$ cat src/rtl/conv2x2_pkg.sv
// conv2x2_pkg: shared definitions for the 2x2 convolution command sequencer.
//   state_t   - sequencer FSM states
//   OP_*      - header opcodes carried in s_data[7:6]
//   LANES     - bytes per weight/input group
package conv2x2_pkg;

  typedef enum logic [2:0] {
    ST_HDR    = 3'd0,
    ST_WBYTES = 3'd1,
    ST_XBYTES = 3'd2,
    ST_WAIT   = 3'd3,
    ST_OUT_LO = 3'd4,
    ST_OUT_HI = 3'd5
  } state_t;

  localparam logic [1:0] OP_NOP         = 2'b00;
  localparam logic [1:0] OP_LOAD_W      = 2'b01;
  localparam logic [1:0] OP_CONV        = 2'b10;
  localparam logic [1:0] OP_LOAD_W_CONV = 2'b11;

  localparam int LANES = 4;

endpackage

$ cat src/rtl/conv2x2_sequencer.sv
// conv2x2_sequencer: byte-stream command sequencer for the 2x2 8-bit
// convolution MAC datapath.
//   clk, rst_n          - clock, asynchronous active-low reset
//   flush               - synchronous abort back to header parsing
//   s_data/s_valid/s_ready - command/data byte stream in
//   dp_byte, dp_shift_w, dp_shift_x - byte steering into the datapath
//   dp_result           - datapath convolution sum
//   m_data/m_last/m_valid/m_ready - result out as two RES_W/2-bit beats
//   w_loaded, conv_count, busy - status
module conv2x2_sequencer
  import conv2x2_pkg::*;
#(
  parameter int DP_LATENCY = 1,
  parameter int RES_W      = 18
) (
  input  logic               clk,
  input  logic               rst_n,
  input  logic               flush,
  input  logic [7:0]         s_data,
  input  logic               s_valid,
  output logic               s_ready,
  output logic [7:0]         dp_byte,
  output logic               dp_shift_w,
  output logic               dp_shift_x,
  input  logic [RES_W-1:0]   dp_result,
  output logic [RES_W/2-1:0] m_data,
  output logic               m_last,
  output logic               m_valid,
  input  logic               m_ready,
  output logic               w_loaded,
  output logic [7:0]         conv_count,
  output logic               busy
);

  localparam int          HALF_W = RES_W / 2;
  localparam logic [2:0]  LAT    = 3'(DP_LATENCY);
  localparam logic [1:0]  LAST_LANE = 2'(LANES - 1);

  state_t              r_state;
  state_t              w_next;
  logic [1:0]          r_byte_cnt;
  logic [2:0]          r_wait_cnt;
  logic                r_chain_x;
  logic [RES_W-1:0]    r_hold;
  logic [HALF_W-1:0]   r_m_data;
  logic                r_m_last;
  logic                r_m_valid;
  logic                r_w_loaded;
  logic [7:0]          r_conv_count;

  logic                w_last_byte;
  logic                w_wait_done;
  logic                w_m_hs;

  assign w_last_byte = (r_byte_cnt == LAST_LANE);
  // Counter is loaded with DP_LATENCY >= 1; the capture edge is the one
  // that takes it from 1 to 0.
  assign w_wait_done = (r_wait_cnt <= 3'd1);
  assign w_m_hs      = r_m_valid && m_ready;

  assign dp_byte    = s_data;
  assign m_data     = r_m_data;
  assign m_last     = r_m_last;
  assign m_valid    = r_m_valid;
  assign w_loaded   = r_w_loaded;
  assign conv_count = r_conv_count;

  // State register
  always_ff @(posedge clk or negedge rst_n) begin
    if (!rst_n) r_state <= ST_HDR;
    else        r_state <= w_next;
  end

  // Next-state logic
  always_comb begin
    w_next = r_state;
    if (flush) begin
      w_next = ST_HDR;
    end else begin
      case (r_state)
        ST_HDR: begin
          if (s_valid) begin
            case (s_data[7:6])
              OP_LOAD_W, OP_LOAD_W_CONV: w_next = ST_WBYTES;
              OP_CONV:                   w_next = ST_XBYTES;
              default:                   w_next = ST_HDR;
            endcase
          end
        end
        ST_WBYTES: if (s_valid && w_last_byte) w_next = r_chain_x ? ST_XBYTES : ST_HDR;
        ST_XBYTES: if (s_valid && w_last_byte) w_next = ST_WAIT;
        ST_WAIT:   if (w_wait_done) w_next = ST_OUT_LO;
        ST_OUT_LO: if (w_m_hs) w_next = ST_OUT_HI;
        ST_OUT_HI: if (w_m_hs) w_next = ST_HDR;
        default:   w_next = ST_HDR;
      endcase
    end
  end

  // Combinational outputs
  always_comb begin
    s_ready    = (r_state == ST_HDR) || (r_state == ST_WBYTES) || (r_state == ST_XBYTES);
    // flush suppresses shifts so an aborted byte never reaches the datapath
    dp_shift_w = (r_state == ST_WBYTES) && s_valid && !flush;
    dp_shift_x = (r_state == ST_XBYTES) && s_valid && !flush;
    busy       = (r_state != ST_HDR);
  end

  // Counters, result hold and registered output beat
  always_ff @(posedge clk or negedge rst_n) begin
    if (!rst_n) begin
      r_byte_cnt   <= '0;
      r_wait_cnt   <= '0;
      r_chain_x    <= 1'b0;
      r_hold       <= '0;
      r_m_data     <= '0;
      r_m_last     <= 1'b0;
      r_m_valid    <= 1'b0;
      r_w_loaded   <= 1'b0;
      r_conv_count <= '0;
    end else if (flush) begin
      r_byte_cnt <= '0;
      r_wait_cnt <= '0;
      r_m_valid  <= 1'b0;
    end else begin
      if (dp_shift_w || dp_shift_x) r_byte_cnt <= r_byte_cnt + 2'd1;

      case (r_state)
        ST_HDR: begin
          if (s_valid) begin
            r_byte_cnt <= '0;
            r_chain_x  <= (s_data[7:6] == OP_LOAD_W_CONV);
          end
        end
        ST_WBYTES: if (s_valid && w_last_byte) r_w_loaded <= 1'b1;
        ST_XBYTES: if (s_valid && w_last_byte) r_wait_cnt <= LAT;
        ST_WAIT: begin
          r_wait_cnt <= r_wait_cnt - 3'd1;
          if (w_wait_done) r_hold <= dp_result;
        end
        ST_OUT_LO: begin
          // First cycle in OUT_LO presents the low half; a handshake
          // swaps straight to the high half without a bubble.
          if (!r_m_valid) begin
            r_m_data  <= r_hold[HALF_W-1:0];
            r_m_last  <= 1'b0;
            r_m_valid <= 1'b1;
          end else if (m_ready) begin
            r_m_data <= r_hold[RES_W-1:HALF_W];
            r_m_last <= 1'b1;
          end
        end
        ST_OUT_HI: begin
          if (w_m_hs) begin
            r_m_valid    <= 1'b0;
            r_conv_count <= r_conv_count + 8'd1;
          end
        end
        default: ;
      endcase
    end
  end

endmodule

$ cat config.mk
export PLATFORM = sky130hd
export DESIGN_NAME = conv2x2_sequencer
export DESIGN_NICKNAME = d
export VERILOG_FILES = /design/src/rtl/conv2x2_pkg.sv /design/src/rtl/conv2x2_sequencer.sv
export SDC_FILE = /design/constraint.sdc
export NUM_CORES = 1
export LEC_CHECK = 0
export CORE_MARGIN = 4
export CORE_UTILIZATION = 30
export CTS_BUF_LIST = sky130_fd_sc_hd__clkbuf_16
export DETAILED_ROUTE_END_ITERATION = 7
export GPL_TIMING_DRIVEN = 0
export HOLD_SLACK_MARGIN = 0.08
export PLACE_DENSITY = 0.65
export SYNTH_ARGS = -nofsm -noshare
export SYNTH_HDL_FRONTEND = slang
export SYNTH_SLANG_ARGS = --single-unit
$ cat constraint.sdc
create_clock -name clk -period 2.09 [get_ports clk]
set_clock_uncertainty 0.2 [all_clocks]
set_input_delay 0.418 -clock clk [delete_from_list [all_inputs] [get_ports clk]]
set_output_delay 0.418 -clock clk [all_outputs]
set_load 0.005 [all_outputs]
# After elaboration in Yosys (flattened, before gate mapping)
# Index checks and enable logic that the tools add are counted.
[op_classes] add_sub_neg=3 mul=0 div_mod_pow=0 n_lt_le_gt_ge=1 eq_ne=16 shift=0 n_mux=24 n_bitwise=1 n_reduce_logical=23
[ops] operator="$mux W3" count=9
[ops] operator="$mux W9" count=2
[ops] operator="$ne A3 B3 Y1 const B" count=6
[ops] operator="$pmux W3 S6" count=1
[ops] operator="$reduce_and A3 Y1" count=5
[ops] operator="$mux W2" count=5
[ops] operator="$reduce_bool A3 Y1" count=3
[ops] operator="$add A8 B1 Y8 const B" count=1
[ops] operator="$eq A2 B2 Y1 const B" count=3
[ops] operator="$eq A3 B2 Y1 const B" count=2
[ops] operator="$eq A3 B3 Y1 const B" count=2
[ops] operator="$logic_and A1 B1 Y1" count=6
[ops] operator="$pmux W3 S2" count=1
[ops] operator="$reduce_and A6 Y1" count=1
[ops] operator="$mux W1" count=4
[ops] operator="$pmux W2 S2" count=1
[ops] operator="$reduce_and A2 Y1" count=2
[ops] operator="$eq A3 B1 Y1 const B" count=1
[ops] operator="$le A3 B1 Y1 const B" count=1
[ops] operator="$logic_not A3 Y1" count=1
[ops] operator="$logic_or A1 B1 Y1" count=3
[ops] operator="$sub A3 B1 Y3 const B" count=1
[ops] operator="$add A2 B1 Y2 const B" count=1
[ops] operator="$eq A2 B1 Y1 const B" count=1
[ops] operator="other kinds (5)" count=5
[totals] ff_bits=47 latchBits=0 mem_bits_rw=0 rom_bits=0 output_inout_bits=32 wordCells=78 mem_count=0

# Logic depth before layout (Yosys ltp)
# Gate-level depths: netlist of the first run.
[depth] depth_word=8 ltp_mapped=6 mapped_depth_nobuf=6

# Worst setup path before layout of the first run
# No wires, ideal clock.
[synth_timing] kind="reg2reg" from="register r_wait_cnt[1]" to="register r_hold[10]" t_arrival_ps=1525 slack_ps=237 stages_incl_launch_ff=7 path_cell_list="dfrtp_1 -> inv_1 -> ha_1 -> o2111ai_1 -> nor2_4 -> buf_4 -> mux2_1"
[synth_via] elab_chain_len=2
[synth_rtl] element="start: declaration" line_no="conv2x2_sequencer.sv:42" rtl="logic [2:0] r_wait_cnt;"
[synth_rtl] element="start signal: assignment" line_no="conv2x2_sequencer.sv:138" rtl="r_wait_cnt <= r_wait_cnt - 3'd1;"
[synth_rtl] element="$le A3 B1 Y1" line_no="conv2x2_sequencer.sv:58" rtl="assign w_wait_done = (r_wait_cnt <= 3'd1);"
[synth_rtl] element="$reduce_and A3 Y1 (no source line)"
[synth_rtl] element="end signal: assignment" line_no="conv2x2_sequencer.sv:139" rtl="if (w_wait_done) r_hold <= dp_result;"
[synth_rtl] element="end: declaration" line_no="conv2x2_sequencer.sv:44" rtl="logic [RES_W-1:0] r_hold;"
# No other way between the ends.
# A chain may end at the register's enable or synchronous reset.

# Worst setup path after layout of the first run
[layout_timing] from="register r_state[2]" to="output dp_shift_x"
[layout_via] elab_chain_len=3
[layout_rtl] element="start: declaration" line_no="conv2x2_sequencer.sv:39" rtl="state_t r_state;"
[layout_rtl] element="start signal: assignment" line_no="conv2x2_sequencer.sv:71" rtl="else r_state <= w_next;"
[layout_rtl] element="$eq A3 B2 Y1" line_no="conv2x2_sequencer.sv:105" rtl="dp_shift_x = (r_state == ST_XBYTES) && s_valid && !flush;"
[layout_rtl] element="$logic_and A1 B1 Y1 (2 in series)" line_no="conv2x2_sequencer.sv:105"
[layout_rtl] element="end: declaration" line_no="conv2x2_sequencer.sv:24" rtl="output logic dp_shift_x,"
# No other way between the ends.

==> results of run 1 <==
-- routing by layer --
| metal | GRT usage | wire, um |
|---|---|---|
| met4 | 0.0252 | 36 |
| met1 | 0.159 | 2250 |
| met2 | 0.210 | 2410 |
| met5 | 0 | 0 |
| met3 | 0.0395 | 408 |
-- layout by cell type, fill, tap and decap left out, types with 2 or more instances in the layout --
cell type	count
xnor2_1	5
a21oi_1	13
inv_1	5
clkdlybuf4s50_1	46
dlygate4sd2_1	5
nor3_2	2
dfrtp_1	45
nor2b_1	4
mux2i_1	10
dfrtp_2	2
a22oi_1	2
nand2_1	8
ha_1	4
nand3_1	2
clkbuf_8	2
nor2_4	2
clkbuf_16	5
o21ai_1	3
nor3_1	3
nand4_1	2
nand3b_1	2
clkbuf_1	2
and2_1	2
buf_4	18
nor2_1	19
buf_6	3
xor2_1	4
mux2_1	19
a21o_1	2
-- flip-flops by register name, indices dropped and copies added, names as in the netlist --
register	cells
m_data	9
r_hold	18
r_wait_cnt	3
conv_count	8
r_state	3
r_chain_x	1
r_byte_cnt	2
m_valid	1
m_last	1
w_loaded	1
-- how the worst max path moves through the flow --
stage                   from       endpoint  slack (ps)
2_1_floorplan  r_wait_cnt[1]     r_hold[10]         240
5_1_grt           r_state[2]     dp_shift_x          20
4_1_cts           r_state[2]           busy          20
3_5_place_dp           flush      r_hold[7]        -720
6_report          r_state[2]     dp_shift_x          90
3_3_place_gp           rst_n  conv_count[7]        -980
-- report_power, final --
part | internal, mW | leakage, nW | switching (mW)
combinational | 0.651 | 0.744 | 0.460
clock | 0.430 | 0.0618 | 0.325
sequential | 1.21 | 0.617 | 0.176
total | 2.29 | 1.42 | 0.960
-- area by class of cell --
type	instances	area share
plain buffers	16	0.0410
multi-input cells	130	0.312
well taps	99	0.0383
flip-flops and latches	47	0.365
clock inverters	1	0.00232
clock buffers	5	0.0387
repair buffers	66	0.198
inverters	5	0.00580
-- cell families after synthesis --
logic type | after synthesis
and+or+nand+nor | 57
DFF | 47
AOI/OAI and AO/OA | 31
muxes | 29
buffers and inverters | 22
xor gates and xnor gates | 9
adders and majority gates | 4
-- metrics by stage --
stage	setup slack [ps]	utilization	hold slack [ps]
5_1_grt	22.4	0.441	298
3_3_place_gp	-978	0.405	244
3_5_place_dp	-719	0.407	229
4_1_cts	19.0	0.438	272
2_1_floorplan	237	-	-77.6
6_report	88.2	0.441	263
-- timing repair --
action,4_1_cts,5_1_grt
endpoints found under the hold margin,21,0
resized for setup,28,6
hold buffers,1,0
cloned,0,0
pin swaps,4,1
endpoints found under the setup margin,35,4
setup buffers,7,2
==> flow_summary.yaml, run 1 <==
status:
  status: "complete, no violations"
route:
  avgViaCountPerCell: 4.69
  dr.first_iter.drc_count: 63
  num_vias: 1732
  routed_wl_um: 5110
  drc: 0
  drt-pass1-iter-count: 4
  wl_per_cell_um: 13.8
  ant_nets: 0
min_path:
  min-delay-start: "w_loaded"
  whs_endpoint: "w_loaded"
  hp-class: "reg -> reg"
  min_delay_path_depth: 1
synth:
  synth_commonest_cells: "dfrtp_1 (47), mux2_1 (19), nor2_1 (19)"
  synth_ff_type: "dfrtp_1"
  synth_top_area_share: 0.516
  synth_compound_area_frac: 0.0965
  syn_area_per_cell_um2: 11.5
  synthMuxAreaShare: 0.138
  synth_xor_area_frac: 0.0346
  syn_inst: 199
  syn_nets: 234
  synth-simple-area-share: 0.138
  yosysMostFrequentCell: "dfrtp_1"
  synth_edf_count: 0
  ys_ff_latch: 47
  synth_seq_area_share: 0.516
  ys_async_sr_fraction: 1.00
  yosysTopAreaCell: "dfrtp_1"
  yosys-top-cells-area: "dfrtp_1 (52%), mux2_1 (9.4%), mux2i_1 (4.4%)"
  netlist_area_um2: 2280
  synth_warnings: 0
  ys_types: 44
  synth_adder_area_share: 0.0219
  synth_top_family_by_area: "simple AND/OR/NAND/NOR gates"
timing:
  hold_violations: 0
  min_period_over_period: 0.958
  setup_viol: 0
  slew_violations: 0
  timing.fmax_ghz: 0.500
  max_slew.worst_pin.slew_ps: 759
  relSlewSlack: 0.494
  rsz0062_at_grt: "false"
  setup-tns-final_ps: 0
  fin_crit_ps: 2000
layout:
  regArea_um2: 1180
  finalNetCount: 306
  multiInputGateArea_um2: 1010
  drive_gt1_frac: 0.174
  final_cells: 369
  fin_area_um2: 3230
  n_fill_cell: 680
  syn_to_final_growth_pct: 41.7
  diodes: 0
clocking:
  cts_buffer_depth: 2
  cts_root_buffer: "clkbuf_16"
  cts_made_buffers: 5
  path_clk_slew_ps: 60
  cts.sinks: 47
  insertion_delay_ps: 290
  cts_tree: "yes"
  htree_levels: 2
die:
  dieArea_um2: 9060
  start_util: 0.311
  ios: 63
  die_h_um: 95.2
  core_um2: 7330
  dieWidth_um: 95.2
  rows: 31
place:
  placed_area_um2: 2980
  port-buffer-count: 56
  placed_cells_incl_taps: 355
  globalplace.congestion: 0.759
  dp_hpwl_um: 3690
critical_path:
  cp_slowest_stage_delay_ps: 430
  critPathBufInv: 1
  rrSetupSlack_ps: 170
  cp_cell_sequence: "nor2_4 -> nand2_2 -> nor3b_2 -> dlygate4sd2_1"
  worst_r2r_path_depth: 6
  worstSetupPathType: "reg -> out"
  arrival_ps: 1380
  critPathMaxFanout: 3
  required_ps: 1470
  cp.depth: 4
  cp-end-kind: "output port"
  cp-start-kind: "flop"
  r2r_start: "r_state[2]"
  cp_slowest_cell: "dfrtp_2"
  r2r_end: "r_hold[2]"
  crit_family: "flip-flops"
grt:
  grt_max_degree: 27
  grt_pass1_vias: 1882
  gr-total-overflow: 0
  antenna_found_initial: 0
  grt_pass1_wl_um: 8970
  grtUsageTotal: 0.125
power:
  p_leak_nw: 1.42
  finalPower_mw: 3.25
  ir_drop_uv: 551
  power_density_nw_per_um2: 1000
flow_run:
  maxCapViolations: 0
Power figures use the tool's default switching activity.
==> run 2: changes to the inputs <==
Settings changed: GPL_TIMING_DRIVEN 0 to unset.
==> flow_summary.yaml, run 2 (synthesized netlist as in run 1, its figures left out) <==
critical_path:
  r2r_start: "r_state[0]"
  required_ps: 1470
  cp_slowest_cell: "clkdlybuf4s50_1"
  rrSetupSlack_ps: 120
  cp.depth: 2
  critPathMaxFanout: 2
  crit_family: "buffers and inverters"
  crit_top_cell: "clkdlybuf4s50_1"
  r2r_end: "conv_count[7]"
  cp-end-kind: "output port"
  arrival_ps: 1410
  critPathBufInv: 2
  cp_slowest_stage_delay_ps: 500
  cp_cell_sequence: "clkdlybuf4s50_1 -> clkdlybuf4s50_1"
  worst_r2r_path_depth: 6
  cp-start-kind: "input pin"
  worstSetupPathType: "in -> out"
die:
  dieArea_um2: 9060
  core_um2: 7330
  rows: 31
  start_util: 0.311
  ios: 63
  die_h_um: 95.2
  dieWidth_um: 95.2
timing:
  setup_viol: 0
  relSlewSlack: 0.758
  max_slew.worst_pin.slew_ps: 354
  fin_crit_ps: 2030
  hold_violations: 0
  timing.fmax_ghz: 0.494
  slew_violations: 0
  min_period_over_period: 0.969
  setup-tns-final_ps: 0
  setup_ws_ps: 64.6
  holdWs_ps: 262
  rsz0062_at_grt: "false"
layout:
  n_fill_cell: 718
  regArea_um2: 1180
  final_common_cell: "dfrtp_1"
  syn_to_final_growth_pct: 40.2
  post-route-util: 0.436
  drive_gt1_frac: 0.187
  largest_register_ffs: 18
  regMostFlops: "r_hold"
  multiInputGateArea_um2: 1010
  finalNetCount: 301
  final_cell_mix: "dfrtp_1 (46), clkdlybuf4s50_1 (44), buf_4 (23)"
  diodes: 0
place:
  globalplace.congestion: 0.768
  dp_hpwl_um: 3330
  port-buffer-count: 50
  dp_slack_ps: -485
grt:
  grt_pass1_vias: 1710
  gr-total-overflow: 0
  antenna_found_initial: 0
  grtUsageTotal: 0.116
  grt_max_degree: 48
  grt_pass1_wl_um: 8070
min_path:
  whs_endpoint: "w_loaded"
  hp-class: "reg -> reg"
  min_delay_path_depth: 1
  min-delay-start: "w_loaded"
route:
  wl_per_cell_um: 13.2
  ant_nets: 0
  drt-pass1-iter-count: 4
  num_vias: 1715
  avgViaCountPerCell: 4.69
  dr.first_iter.drc_count: 47
  routed_wl_um: 4820
  drc: 0
clocking:
  cts_root_buffer: "clkbuf_16"
  cts_tree: "yes"
  insertion_delay_ps: 290
  cts_made_buffers: 5
  path_clk_slew_ps: 60
  htree_levels: 2
  cts.sinks: 47
  cts_buffer_depth: 2
power:
  switchingPower_mw: 0.963
  p_int_mw: 2.28
  clock_power_share: 0.242
  combPwrFrac: 0.336
  ir_drop_uv: 620
  power_density_nw_per_um2: 1020
  netSwitchingFraction: 0.297
  p_leak_nw: 1.42
  seqPwrFrac: 0.422
flow_run:
  maxCapViolations: 0
status:
  status: "complete, no violations"
-- run 2: cell count changes in the layout (fill, tap and decap cells not counted), sizes merged --
cell           before  now
buf                23   29
clkbuf             10    5
clkdlybuf4s15       1    0
clkdlybuf4s50      46   44
clkinv              0    2
clkinvlp            1    0
dlygate4sd2         5    3
dlymetal6s2s        1    0
inv                 5    6
-- run 2: area by class of cell --
type	instances	share of cell area
Multi-Input combinational cell	130	0.315
Clock buffer	5	0.0391
Timing Repair Buffer	77	0.227
Inverter	5	0.00587
Sequential cell	47	0.368
Tap cell	99	0.0387
Clock inverter	3	0.00665
-- run 2: metrics by stage --
step / power (mW) / cell area (um^2) / instances
floorplan: 1.93 / 2280 / 199
global placement: 2.41 / 2990 / 352
detailed placement: 2.43 / 2990 / 352
CTS: 3.28 / 3190 / 366
global route: 3.49 / 3200 / 366
finish: 3.25 / 3200 / 366
-- run 2: repair_timing --
action / in CTS / in global routing
pin swaps: 3 / 2
gates resized for setup: 15 / 3
hold buffers: 1 / 0
buffers inserted: 5 / 0
endpoints found under the setup margin: 4 / 4
endpoints found under the hold margin: 47 / 0
-- run 2: worst max-delay path by stage --
stage | start | endpoint | slack [ps]
3_3_place_gp | flush | dp_shift_w | -480
3_5_place_dp | flush | dp_shift_w | -490
4_1_cts | r_state[2] | dp_shift_x | 30
5_1_grt | r_state[2] | dp_shift_x | 2
6_report | s_data[6] | dp_byte[6] | 60
2_1_floorplan | r_wait_cnt[1] | r_hold[10] | 240
-- run 2: per-layer routing --
metal / vias up / global-route usage / routed length [um] / share of wire
li1: 825 / - / - / -
met1: 841 / 0.146 / 2170 / 0.45
met2: 45 / 0.185 / 2280 / 0.47
met3: 4 / 0.0403 / 345 / 0.072
met4: 0 / 0.0361 / 25 / 0.0052
met5: - / 0 / 0 / 0
-- run 2: power groups by stage --
stage / clock network, mW / logic [mW] / registers, mW
finish: 0.785 / 1.09 / 1.37
global route: 0.852 / 1.22 / 1.42
CTS: 0.809 / 1.09 / 1.37
detailed placement: 0 / 1.02 / 1.40
global placement: 0 / 0.999 / 1.41
floorplan: 0 / 0.577 / 1.35
==> run 3: changes to the inputs <==
Settings changed: CELL_PAD_IN_SITES_DETAIL_PLACEMENT set to 0, CELL_PAD_IN_SITES_GLOBAL_PLACEMENT set to 2, PLACE_DENSITY 0.65 to 0.9.
==> flow_summary.yaml, run 3 (synthesized netlist as in run 1, its figures left out) <==
layout:
  largest_register_ffs: 18
  drive_gt1_frac: 0.160
  finalNetCount: 296
  regMostFlops: "r_hold"
  syn_to_final_growth_pct: 40.4
  final_cell_mix: "dfrtp_1 (47), clkdlybuf4s50_1 (44), nor2_1 (19), mux2_1 (19), buf_4 (18)"
  final_common_cell: "dfrtp_1"
  diodes: 0
timing:
  setup_viol: 0
  hold_violations: 0
  setup-tns-final_ps: 0
  relSlewSlack: 0.719
  max_slew.worst_pin.slew_ps: 410
  timing.fmax_ghz: 0.495
  min_period_over_period: 0.966
  fin_crit_ps: 2020
  slew_violations: 0
  rsz0062_at_grt: "false"
clocking:
  htree_levels: 2
  path_clk_slew_ps: 60
  cts_made_buffers: 5
  insertion_delay_ps: 280
  cts_buffer_depth: 2
  cts_root_buffer: "clkbuf_16"
  cts.sinks: 47
  cts_tree: "yes"
power:
  finalPower_mw: 3.45
  clock_power_share: 0.293
  p_leak_nw: 1.41
  switchingPower_mw: 0.946
  ir_drop_uv: 567
  combPwrFrac: 0.305
  power_density_nw_per_um2: 1080
  p_int_mw: 2.50
  netSwitchingFraction: 0.274
  seqPwrFrac: 0.402
critical_path:
  cp-start-kind: "flop"
  arrival_ps: 1400
  critPathBufInv: 2
  cp_slowest_stage_delay_ps: 390
  critPathMaxFanout: 2
  worstSetupPathType: "reg -> out"
  cp_cell_sequence: "buf_4 -> or3_4 -> clkdlybuf4s15_1"
  required_ps: 1470
  cp_slowest_cell: "dfrtp_1"
  crit_family: "flip-flops"
  cp-end-kind: "output port"
route:
  ant_nets: 0
  wl_per_cell_um: 13.4
  dr.first_iter.drc_count: 73
  num_vias: 1670
  drt-pass1-iter-count: 4
  highest_layer: "met4"
  drc: 0
  avgViaCountPerCell: 4.63
  met2WireLength_um: 2220
  routed_wl_um: 4820
  met3WireLength_um: 341
  wl_met1_um: 2210
grt:
  antenna_found_initial: 0
  gr-total-overflow: 0
  grtUsageTotal: 0.115
  grt_max_degree: 27
  grt_pass1_wl_um: 8070
  grt_pass1_vias: 1693
flow_run:
  maxCapViolations: 0
die:
  dieArea_um2: 9060
  die_h_um: 95.2
  ios: 63
  rows: 31
  dieWidth_um: 95.2
  core_um2: 7330
  start_util: 0.311
status:
  status: "complete, no violations"
place:
  dp_hpwl_um: 3530
  globalplace.congestion: 0.732
  port-buffer-count: 50
min_path:
  hp-class: "reg -> reg"
==> run 3: power groups by stage <==
stage | clock [mW] | sequential, mW | combinational [mW]
after CTS | 1.03 | 1.39 | 1.06
after global routing | 1.08 | 1.43 | 1.18
after detailed placement | 0 | 1.39 | 1.05
after global placement | 0 | 1.39 | 1.03
after floorplan | 0 | 1.35 | 0.577
final | 1.01 | 1.39 | 1.05
==> run 3: repair_timing <==
item,CTS,global route
pin swaps,1,1
setup buffers,0,0
hold buffers,1,0
hold endpoints to repair,47,0
cloned,0,0
endpoints found under the setup margin,5,4
resized for setup,8,5
==> run 3: area by class of cell <==
cell class | count | area, um^2
clock buffers | 5 | 125
clock inverters | 3 | 63.8
fillers | 676 | 4130
inverters | 5 | 18.8
multi-input cells | 130 | 1000
flip-flops and latches | 47 | 1180
well taps | 99 | 124
repair buffers | 72 | 693
==> run 3: final timing paths <==
path                       startpoint            end  slack, ps  cells past startpoint
max                        r_state[2]           busy         70                      3
min                          w_loaded       w_loaded        260                      1
max reg2reg                r_state[1]  conv_count[7]        140                      5
min reg2reg                  w_loaded       w_loaded        260                      1
max in group asynchronous       rst_n     r_state[1]        950                      3
min in group asynchronous       rst_n      r_hold[8]        290                      2
==> run 3: metal layers <==
| layer | GRT usage | vias up |
|---|---|---|
| li1 | - | 816 |
| met1 | 0.152 | 795 |
| met2 | 0.180 | 51 |
| met3 | 0.0339 | 8 |
| met4 | 0.0349 | 0 |
| met5 | 0 | - |
==> run 3: per-stage QoR <==
stage               setup WS [ps]  instance area, um^2  hold WS (ps)   util  cells
CTS                          2.42                 3200           271  0.436    361
global placement             -484                 2990          56.3  0.408    352
global route                 1.20                 3200           296  0.437    361
floorplan                     237                 2280         -77.6      -    199
detailed placement           -458                 2990          56.3  0.408    352
finish                       71.5                 3200           262  0.437    361
